[config.mk]
export PLATFORM = sky130hd
export DESIGN_NAME = seg7_scan_decoder
export DESIGN_NICKNAME = d
export VERILOG_FILES = /design/src/rtl/seg7_pkg.sv /design/src/rtl/seg7_pattern_lookup.sv /design/src/rtl/seg7_scan_decoder.sv
export SDC_FILE = /design/constraint.sdc
export NUM_CORES = 1
export LEC_CHECK = 0
export CELL_PAD_IN_SITES_DETAIL_PLACEMENT = 0
export CELL_PAD_IN_SITES_GLOBAL_PLACEMENT = 1
export CORE_ASPECT_RATIO = 0.8
export CORE_UTILIZATION = 35
export CTS_BUF_LIST = sky130_fd_sc_hd__clkbuf_4
export CTS_CLUSTER_DIAMETER = 150
export DETAILED_ROUTE_END_ITERATION = 8
export GPL_TIMING_DRIVEN = 0
export PLACE_DENSITY = 0.61
export SLEW_MARGIN = 0
export SYNTH_ARGS = -nofsm -noshare
export SYNTH_HDL_FRONTEND = slang
export SYNTH_SLANG_ARGS = --single-unit
[constraint.sdc]
create_clock -name clk -period 2.2 [get_ports clk]
set_input_delay 0.22 -clock clk [delete_from_list [all_inputs] [get_ports clk]]
set_output_delay 0.22 -clock clk [all_outputs]
set_load 0.1 [all_outputs]
[src/rtl/seg7_pkg.sv]
// Shared constants and types for the seven-segment scan decoder.
// Segment patterns are active-low g..a, with the decimal point excluded.
package seg7_pkg;

   localparam int SETTLE_DEF  = 2;
   localparam int TIMEOUT_DEF = 1024;

   localparam logic [6:0] PAT_0 = 7'h40;
   localparam logic [6:0] PAT_1 = 7'h79;
   localparam logic [6:0] PAT_2 = 7'h24;
   localparam logic [6:0] PAT_3 = 7'h30;
   localparam logic [6:0] PAT_4 = 7'h19;
   localparam logic [6:0] PAT_5 = 7'h12;
   localparam logic [6:0] PAT_6 = 7'h02;
   localparam logic [6:0] PAT_7 = 7'h78;
   localparam logic [6:0] PAT_8 = 7'h00;
   localparam logic [6:0] PAT_9 = 7'h10;

   localparam logic [1:0] POS_SEC_ONES = 2'd0;
   localparam logic [1:0] POS_SEC_TENS = 2'd1;
   localparam logic [1:0] POS_MIN_ONES = 2'd2;
   localparam logic [1:0] POS_MIN_TENS = 2'd3;

   typedef logic [1:0] state_t;
   localparam state_t ST_WAIT   = 2'd0;
   localparam state_t ST_SETTLE = 2'd1;
   localparam state_t ST_HELD   = 2'd2;

endpackage

[src/rtl/seg7_pattern_lookup.sv]
// Maps an active-low g..a segment pattern to a decimal digit.
// Any pattern outside the ten digit shapes is reported as invalid.
module seg7_pattern_lookup
   import seg7_pkg::*;
(
   input  logic [6:0] i_seg,
   output logic       o_valid,
   output logic [3:0] o_digit
);

   always_comb begin
      o_valid = 1'b1;
      o_digit = 4'd0;
      case (i_seg)
         PAT_0:   o_digit = 4'd0;
         PAT_1:   o_digit = 4'd1;
         PAT_2:   o_digit = 4'd2;
         PAT_3:   o_digit = 4'd3;
         PAT_4:   o_digit = 4'd4;
         PAT_5:   o_digit = 4'd5;
         PAT_6:   o_digit = 4'd6;
         PAT_7:   o_digit = 4'd7;
         PAT_8:   o_digit = 4'd8;
         PAT_9:   o_digit = 4'd9;
         default: o_valid = 1'b0;
      endcase
   end

endmodule

[src/rtl/seg7_scan_decoder.sv]
// Recovers MM:SS from a multiplexed 4-digit seven-segment scan.
//   state     | meaning
//   ST_WAIT   | no single digit selected; nothing is counted
//   ST_SETTLE | a digit is selected, counting identical {an, seg} cycles
//   ST_HELD   | digit captured; waiting for {an, seg} to change
module seg7_scan_decoder
   import seg7_pkg::*;
#(
   parameter int SETTLE  = SETTLE_DEF,
   parameter int TIMEOUT = TIMEOUT_DEF
) (
   input  logic       clk,
   input  logic       rst_n,
   input  logic [7:0] seg,
   input  logic [3:0] an,
   output logic [6:0] minutes,
   output logic [5:0] seconds,
   output logic       frame_valid,
   output logic       frame_err,
   output logic       stale
);

   localparam logic [3:0]  SETTLE_CNT = 4'(SETTLE);
   localparam logic [15:0] TO_LIMIT   = 16'(TIMEOUT);
   localparam logic [15:0] TO_PRE     = 16'(TIMEOUT - 1);

   logic [7:0]       r_seg, r_seg_d;
   logic [3:0]       r_an, r_an_d;
   state_t           r_state, w_state_nxt;
   logic [3:0]       r_cnt, w_cnt_nxt;
   logic             w_capture, w_sel_ok, w_changed;
   logic [1:0]       w_pos;
   logic             w_pat_ok;
   logic [3:0]       w_digit;
   logic [3:0]       r_mask, r_bad;
   logic [3:0][3:0]  r_dig;
   logic [15:0]      r_tcnt;
   logic             w_eval, w_frame_ok, w_timeout;
   logic [6:0]       r_minutes, w_min_val;
   logic [5:0]       r_seconds, w_sec_val;
   logic             r_fv, r_err, r_stale;

   seg7_pattern_lookup u_lookup (
      .i_seg   (r_seg[6:0]),
      .o_valid (w_pat_ok),
      .o_digit (w_digit)
   );

   always_comb begin
      w_sel_ok = 1'b1;
      w_pos    = POS_SEC_ONES;
      case (r_an)
         4'b1110: w_pos = POS_SEC_ONES;
         4'b1101: w_pos = POS_SEC_TENS;
         4'b1011: w_pos = POS_MIN_ONES;
         4'b0111: w_pos = POS_MIN_TENS;
         default: w_sel_ok = 1'b0;
      endcase
   end

   assign w_changed = ({r_an, r_seg} != {r_an_d, r_seg_d});

   always_comb begin
      w_state_nxt = r_state;
      w_cnt_nxt   = r_cnt;
      w_capture   = 1'b0;
      if (!w_sel_ok) begin
         w_state_nxt = ST_WAIT;
         w_cnt_nxt   = 4'd0;
      end else if (r_state == ST_WAIT || w_changed) begin
         w_state_nxt = ST_SETTLE;
         w_cnt_nxt   = 4'd1;
      end else if (r_state == ST_SETTLE) begin
         w_cnt_nxt   = r_cnt + 4'd1;
      end
      // With SETTLE = 1 the capture happens on the very first selected cycle.
      if (w_state_nxt == ST_SETTLE && w_cnt_nxt == SETTLE_CNT) begin
         w_capture   = 1'b1;
         w_state_nxt = ST_HELD;
      end
   end

   assign w_eval     = (r_mask == 4'hF);
   assign w_frame_ok = (r_bad == 4'h0) && (r_dig[POS_SEC_TENS] <= 4'd5) &&
                       (r_dig[POS_MIN_TENS] <= 4'd5);
   assign w_timeout  = !w_capture && (r_tcnt == TO_PRE);
   assign w_min_val  = 7'(r_dig[POS_MIN_TENS]) * 7'd10 + 7'(r_dig[POS_MIN_ONES]);
   assign w_sec_val  = 6'(r_dig[POS_SEC_TENS]) * 6'd10 + 6'(r_dig[POS_SEC_ONES]);

   always_ff @(posedge clk or negedge rst_n) begin
      if (!rst_n) begin
         r_seg   <= 8'hFF;
         r_an    <= 4'hF;
         r_seg_d <= 8'hFF;
         r_an_d  <= 4'hF;
         r_state <= ST_WAIT;
         r_cnt   <= 4'd0;
      end else begin
         r_seg   <= seg;
         r_an    <= an;
         r_seg_d <= r_seg;
         r_an_d  <= r_an;
         r_state <= w_state_nxt;
         r_cnt   <= w_cnt_nxt;
      end
   end

   always_ff @(posedge clk or negedge rst_n) begin
      if (!rst_n) begin
         r_mask <= 4'h0;
         r_bad  <= 4'h0;
         r_dig  <= '0;
      end else begin
         if (w_eval) begin
            r_mask <= 4'h0;
            r_bad  <= 4'h0;
         end else if (w_timeout) begin
            r_mask <= 4'h0;
         end
         // A capture in the evaluation cycle starts the next frame.
         if (w_capture) begin
            r_mask[w_pos] <= 1'b1;
            r_dig[w_pos]  <= w_digit;
            r_bad[w_pos]  <= !w_pat_ok;
         end
      end
   end

   always_ff @(posedge clk or negedge rst_n) begin
      if (!rst_n) begin
         r_tcnt    <= 16'd0;
         r_minutes <= 7'd0;
         r_seconds <= 6'd0;
         r_fv      <= 1'b0;
         r_err     <= 1'b0;
         r_stale   <= 1'b1;
      end else begin
         if (w_capture)
            r_tcnt <= 16'd0;
         else if (r_tcnt != TO_LIMIT)
            r_tcnt <= r_tcnt + 16'd1;
         r_fv  <= w_eval && w_frame_ok;
         r_err <= w_eval && !w_frame_ok;
         if (w_eval && w_frame_ok) begin
            r_minutes <= w_min_val;
            r_seconds <= w_sec_val;
            r_stale   <= 1'b0;
         end else if (w_timeout) begin
            r_stale   <= 1'b1;
         end
      end
   end

   assign minutes     = r_minutes;
   assign seconds     = r_seconds;
   assign frame_valid = r_fv;
   assign frame_err   = r_err;
   assign stale       = r_stale;

endmodule

== Word level (Yosys, flattened, before mapping) ==
Index checks and enable logic that the tools add are counted.
Word-level totals
  input port bits: 14
  output and inout port bits: 16
  register bits: 86
  word-level logic and storage cells: 93
Cells by class
  add/subtract/negate cells: 4
  bitwise gates (word level): 1
  multipliers: 2
  muxes and demuxes: 26
  equality and inequality tests: 20
  reductions and logical operators: 18
  $lt $le $gt $ge: 4
Operators with widths (number)
  $mux 4: 9
  $pmux 4 s9: 1
  $mux 16: 2
  $eq 7x5->1 const B: 3
  $eq 7x7->1 const B: 3
  $add 16x1->16 const B: 1
  $bwmux 16: 1
  $eq 16x10->1 const B: 1
  $eq 4x4->1 const B: 4
  $ne 16x11->1 const B: 1
  $eq 7x6->1 const B: 2
  $ne 12x12->1: 1
  $reduce_or 10->1: 1
  $demux 4 s2: 1
  $le 4x3->1 const B: 2
  $add 7x4->7: 1
  $eq 7x2->1 const B: 1
  $logic_and 1x1->1: 7
  $logic_not 7->1: 1
  $add 6x4->6: 1
  $mul 4x3->6 const B: 1
  $mux 1: 6
  $mux 2: 3
  $pmux 2 s3: 1
  16 further kinds: 20

== Longest topological paths before layout ==
Gate-level depths: netlist of run 1.
  word-level depth: 13
  depth in mapped cells: 7
  depth with buffers taken out: 7

== Modules after synthesis ==
From an unflattened synthesis of run 1, not the netlist that was laid out.
Second synthesis, totals
  cells, all modules: 362
  area total of the unflattened synthesis: 4169.0 um^2
Modules (own cells, without submodules)
  seg7_scan_decoder: sequential area each 2183.3 um^2, area each 3996.3 um^2, instances 1, cells an instance 335
  seg7_pattern_lookup: sequential area each 0.0 um^2, area each 172.7 um^2, instances 1, cells an instance 27

== Worst setup path before layout of run 1 ==
No wires, ideal clock.
  path type: reg2reg
  from: register r_cnt[0]
  to: register r_dig[10] in the netlist's numbering
  stages on the path, launching flop included: 6
  data required time: 2.072 ns
  buffers on the path: 0
  path slack: 0.049 ns
  period minus slack after synthesis: 2.151 ns
  arrival time: 2.023 ns
  setup time: 0.128 ns
  cells stage by stage: dfrtp_1 ha_1 o31ai_1 o2111ai_4 nor3b_4 mux2_1
On the way
  word-level cells in the longest chain between the ends: 7
RTL lines
  start, declared: RTL line seg7_scan_decoder.sv:30  | logic [3:0] r_cnt, w_cnt_nxt;
  start signal, assigned: RTL line seg7_scan_decoder.sv:104  | r_cnt <= w_cnt_nxt;
  $add 4x1->4: RTL line seg7_scan_decoder.sv:74  | w_cnt_nxt = r_cnt + 4'd1;
  $mux 4 (*): RTL line seg7_scan_decoder.sv:73  | end else if (r_state == ST_SETTLE) begin
  $mux 4 (*): RTL line seg7_scan_decoder.sv:70  | end else if (r_state == ST_WAIT || w_changed) begin
  $mux 4 (*): RTL line seg7_scan_decoder.sv:67  | if (!w_sel_ok) begin
  $eq 4x2->1 (*): RTL line seg7_scan_decoder.sv:77  | if (w_state_nxt == ST_SETTLE && w_cnt_nxt == SETTLE_CNT) begin
  $logic_and 1x1->1 (*): RTL line seg7_scan_decoder.sv:77
  $mux 1 (*): RTL line seg7_scan_decoder.sv:77
  end signal, assigned by index: RTL line seg7_scan_decoder.sv:123  | r_dig[w_pos] <= w_digit;
  end, declared: RTL line seg7_scan_decoder.sv:36  | logic [3:0][3:0] r_dig;
Mark *: on every way between the ends. The rest lies on a longest branch, timed or not.
A chain may end at the register's enable or synchronous reset.

== Worst setup path in the final report of run 1 ==
  from: register r_cnt[0]
  to: register r_dig[7] in the netlist's numbering
Same word-level chain as after synthesis.

==> results of run 1 <==
==> metal layers <==
layer / vias up / track usage / routed length [um]
met5: - / 0 / 0
met4: 0 / 0.0473 / 95
met3: 10 / 0.0394 / 316
met2: 43 / 0.207 / 3360
met1: 1309 / 0.198 / 4140
li1: 1394 / - / -
==> critical path: cells and delay by family, from the launching register on <==
kind | cells | cell delay (ns)
compound gates | 2 | 0.57
flops | 1 | 0.47
mux | 1 | 0.32
simple gates | 1 | 0.25
fa+ha+maj | 1 | 0.23
buf+inv | 1 | 0.18
==> metrics by stage <==
stage | setup TNS (ns) | std cells | total power [mW] | instance area (sq um)
5_1_grt | -0.0539 | 576 | 2.89 | 5100
3_3_place_gp | -176.44 | 542 | 1.84 | 4690
2_1_floorplan | 0 | 365 | 1.76 | 4210
6_report | 0 | 576 | 2.75 | 5100
4_1_cts | 0 | 566 | 2.79 | 4940
3_5_place_dp | -5.51 | 543 | 1.85 | 4710
==> sequential cells by signal, indices dropped and copies added (netlist names), 4 cells and up <==
| register | flops |
|---|---|
| r_seg | 8 |
| r_tcnt | 16 |
| r_bad | 4 |
| r_dig | 16 |
| r_an_d | 4 |
| r_seg_d | 8 |
| minutes | 7 |
| seconds | 6 |
| r_cnt | 4 |
| r_an | 4 |
| r_mask | 4 |
==> worst max path at each step <==
stage	start	endpoint	cells after the start
after floorplan	r_cnt[0]	r_dig[10]	5
after global placement	rst_n	r_cnt[2]	1
after detailed placement	r_seg[2]	r_dig[9]	6
after CTS	r_cnt[0]	r_tcnt[11]	7
after global routing	r_cnt[0]	r_dig[13]	6
final	r_cnt[0]	r_dig[7]	6
==> cell type report <==
cell class	instances	area (sq um)	area share
Buffer	9	46.3	0.00907
Clock buffer	9	67.6	0.0132
Clock inverter	7	68.8	0.0135
Inverter	15	56.3	0.0110
Multi-Input combinational cell	252	1990	0.390
Sequential cell	86	2190	0.428
Tap cell	148	185	0.0363
Timing Repair Buffer	50	502	0.0983
==> timing repair <==
item | 4_1_cts | 5_1_grt
hold buffers | 1 | 0
setup buffers | 9 | 10
resized for setup | 10 | 25
gates cloned | 0 | 0
setup endpoints to repair | 41 | 54
endpoints found under the hold margin | 24 | 0
pin swaps | 6 | 5
==> power groups by stage <==
| stage | logic [mW] | clock network, mW | registers, mW |
|---|---|---|---|
| 6_report | 0.172 | 0.919 | 1.66 |
| 3_3_place_gp | 0.153 | 0 | 1.68 |
| 4_1_cts | 0.156 | 0.968 | 1.67 |
| 3_5_place_dp | 0.160 | 0 | 1.69 |
| 5_1_grt | 0.194 | 1.03 | 1.67 |
| 2_1_floorplan | 0.0839 | 0 | 1.68 |
==> synth_stat cells, types with 4 or more instances <==
cell,instances,share of area
nand3_1,12,0.014
inv_1,15,0.013
mux2_1,17,0.045
dfrtp_1,61,0.36
nand2b_1,4,0.0059
dfstp_2,25,0.16
ha_1,15,0.045
a211oi_1,4,0.0071
xnor2_1,7,0.015
xor2_1,33,0.069
nand4_1,5,0.0074
a21oi_1,15,0.018
mux2i_1,6,0.014
nor2_1,29,0.026
nor3_1,5,0.0059
o21ai_0,14,0.017
clkbuf_1,9,0.0080
nand2_1,26,0.023
==> cells by family after synthesis <==
kind of cell | share of synthesized area
xor+xnor | 0.0832
flops | 0.518
simple gates | 0.174
fa+ha+maj | 0.0588
buf+inv | 0.0250
mux | 0.0677
compound gates | 0.0725
==> results.txt, run 1 <==
GPL Wtd Cong - 0.740
Worst stage delay on the critical path - 0.47 ns
Worst R2R Setup Slack - 0.07 ns
DRT Pass-1 Iters - 4
Sw frac - 0.252
IO Count - 30
Most frequent cells in the layout - dfrtp_1, xor2_1, nor2_1, nand2_1, dfstp_2
Fill cell count - 1087
Final Hold Fails - 0
P&R area growth vs syn - 21.2%
Top_reg_cell synth - dfrtp_1
WHS - 0.159 ns
Largest net degree at the start of global routing - 66
PortBufs - 29
Fin crit period - 2.13 ns
Synth Area per Inst - 11.5 sq um
Setup Viol. Count Final - 0
Pwr/cell area - 539 mW/mm^2
Worst-Margin Slew - 0.963 ns
Pint - 2.06 mW
Clock Skew - 0.0189 ns
Worst Setup Start Kind - flip-flop
Yosys warning count - 0
Clock Power Share - 0.334
Nets - 455
P_sw - 0.694 mW
Hold_sp - seg[1]
CP Capture Type - flip-flop
CTS clk-pin slew, worst paths - 0.14 ns
Worst Hold End - r_seg[1]
Comb power frac - 0.062
Final ANT Viol Nets - 0
Hold depth - 1
Leak - 2.53 nW
F_max - 470 MHz
Clk root buf - clkbuf_4
Max cap viols - 0
Count of state elements after synthesis - 86
Residual DRC - 0
Max Root-Sink Buffers - 2
Outcome - completed
Share of post-route cells with drive strength above 1 - 0.210
Slack of the critical path - 0.0717 ns
Worst skew pair latency - 0.44 ns
Distinct cells, synth - 53
Via count - 2756
Gr usage total - 0.140
Die Y - 100 um
Register area share after synthesis - 0.518
Syn nets - 397
Crit path kind - flip-flop to flip-flop
Worst Path Required - 2.54 ns
Final core utilization - 0.440
Fin crit share - 0.967
Detailed placement HPWL - 5.46 mm
Die area - 0.0125 sq mm
Remaining global-route overflow - 0
Mapped Area - 0.00421 sq mm
First-pass GRT wire length - 13.7 mm
Reg2Reg Depth - 6
Core Rows - 35
Part of the power in registers - 0.604
N_diodes - 0
Number of buffers created by CTS - 9
Wire per inst - 13.7 um
Detailed-route wire length - 7.91 mm
CP max-delay cell - dfrtp_2
Initial antenna violation count - 0
Mapped Cells - 365
Maximum vdd drop - 423 uV
CTS tree - yes
Initial core utilization - 0.363
Via density - 4.78
Commonest non-fill, non-tap cell in the layout - dfrtp_1
Die extent in x - 125 um
Worst EP arrival - 2.46 ns
Worst min path class - primary input to flip-flop
Sinks on Clock Net - 86
CP Cell Sequence - ha_2 -> o31ai_4 -> o2111ai_4 -> nor3b_4 -> buf_4 -> mux2_1
Fraction of registers with async set/reset - 1.00
Slew HR - 0.357
H-tree Lvls - 3
Pins Over Slew Limit - 0
Number of DRC markers in iteration 0 - 126
Post-synth EDFFs - 0
Core footprint - 0.0116 sq mm
Pre-CTS setup slack - -0.242 ns
Vias in the first global route - 2744
Worst r2r dst - r_dig[7]
Reg2reg start - r_cnt[0]
Max FO, Critical Path - 6
Power figures use the tool's default switching activity.
==> inputs of run 2 (changes only) <==
--- a/config.mk
+++ b/config.mk
@@ -13,6 +13,7 @@
 export CTS_CLUSTER_DIAMETER = 150
 export DETAILED_ROUTE_END_ITERATION = 8
 export GPL_TIMING_DRIVEN = 0
+export HOLD_SLACK_MARGIN = 0.1
 export PLACE_DENSITY = 0.61
 export SLEW_MARGIN = 0
 export SYNTH_ARGS = -nofsm -noshare
==> results of run 2 <==
Final layout, timing and power as in run 1 (identical DEF).
==> variant, RTL diff (flow settings as in run 1) <==
Remove the register `r_err`: a continuous assignment takes its place, so the output `frame_err` follows one clock earlier.
--- a/src/rtl/seg7_scan_decoder.sv
+++ b/src/rtl/seg7_scan_decoder.sv
@@ -134,3 +134,2 @@
          r_fv      <= 1'b0;
-         r_err     <= 1'b0;
          r_stale   <= 1'b1;
@@ -142,3 +141,2 @@
          r_fv  <= w_eval && w_frame_ok;
-         r_err <= w_eval && !w_frame_ok;
          if (w_eval && w_frame_ok) begin
@@ -153,2 +151,4 @@
 
+   assign r_err = w_eval && !w_frame_ok;
+
    assign minutes     = r_minutes;
Formal check against the unedited RTL: not equivalent (Yosys sat finds a counterexample within 10 cycles, from zero or initial values and one cycle with rst_n low).
==> variant against run 1 <==
- setup slack worse by 0.0062 ns
- sequential cell count fell by 1
- final area up 2.0%
- total power grew 2.7%
- wire length up 3.3%
- critical path depth grew 2
- first-iteration DRC count is 20% lower
- area after synthesis is 0.59% lower
- largest power group unchanged
==> variant: results (changes against run 1) <==
* P_comb at 0.185 mW (+8%)
* Sequential share of the synthesized area at 51.6% (-0.29 points)
* Max VDD drop at 429 uV (+1.6%)
* Synth Area in Compound Gates at 7.29% (+0.043 points)
* # fillers at 1132 (+4.1%)
* Synth top cells by count: dfrtp_1 (60), xor2_1 (33), nor2_1 (29)
* Min-delay src: seg[6]
* Mux share of post-synthesis cell area at 6.81% (+0.040 points)
* Placer Congestion at 0.721 (-2.6%)
* Clk buf depth at 2 (unchanged)
* Via count at 2777 (+0.76%)
* CP max-delay cell: dfstp_2
* Worst stage delay on the critical path at 0.57 ns (+0.10 ns)
* Vias in the first global route at 2672 (-2.6%)
* Share of layout cells above drive strength 1 at 24.8% (+3.7 points)
* Initial DRC Count at 101 (-20%)
* Detailed Route WL at 8.17 mm (+3.3%)
* Sw Pwr at 0.647 mW (-6.8%)
* Setup Skew at 0.0172 ns (-0.00163 ns)
* Setup ws final at 0.0655 ns (-0.00615 ns)
* Adder-cell share of the synthesized area at 5.92% (+0.035 points)
* Hold_ws at 0.185 ns (+0.0263 ns)
* Synthesized area per cell at 11.5 um2 (-0.32%)
* Placement Cell Area at 4690 um2 (-0.53%)
* Largest net degree at the start of global routing at 52 (-21%)
* Syn nets at 396 (-0.25%)
* CP endpoint: r_dig[12]
* Worst Setup SP: r_seg[3]
* Largest delay share family, worst path: simple AND/OR/NAND/NOR gates
* Post-DP HPWL at 5.62 mm (+3.1%)
* Status: completed
* Hold Path Sink: r_seg[6]
* GRT Util Overall at 14.1% (+0.059 points)
* Post-Synth XOR/XNOR Area at 8.37% (+0.050 points)
* Cells taking the most area after synthesis: dfrtp_1 (36%), dfstp_2 (16%), xor2_1 (6.9%)
* DP Cell Count at 542 (-0.18%)
* Sw Ratio at 22.9% (-2.3 points)
* Dpl ws at -0.326 ns (-0.0837 ns)
* Worst Path Max Fanout at 4 (-2)
* Wire length per cell at 14.1 um (+2.6%)
* P_leak at 2.50 nW (-1.2%)
* Antenna violations before repair at 0 (unchanged)
* Register share of total power at 58.2% (-2.2 points)
* Slew Viols, Final at 0 (unchanged)
variant: cell count changes after synthesis, sizes merged:
cell          run 1  this run
dfrtp            61        60
variant: final cells by class:
| class | instances | area (um2) | area share [%] |
|---|---|---|---|
| Clock buffer | 11 | 82.6 | 1.59 |
| Timing Repair Buffer | 56 | 548 | 10.5 |
| Inverter | 15 | 56.3 | 1.08 |
| Tap cell | 148 | 185 | 3.56 |
| Clock inverter | 5 | 75.1 | 1.44 |
| Sequential cell | 85 | 2160 | 41.5 |
| Buffer | 8 | 50.0 | 0.962 |
| Multi-Input combinational cell | 252 | 2050 | 39.3 |
variant: routing by layer:
layer / wire [um] / track usage (%)
met2: 3630 / 20.7
met5: 0 / 0
met3: 359 / 4.16
met4: 108 / 5.00
met1: 4070 / 19.7
variant: timing repair:
action                     CTS  global route
setup endpoints to repair   41            40
hold endpoints to repair    33             0
setup buffers                6            19
hold buffers                 1             0
pin swaps                    5             9
gates resized for setup     24            33
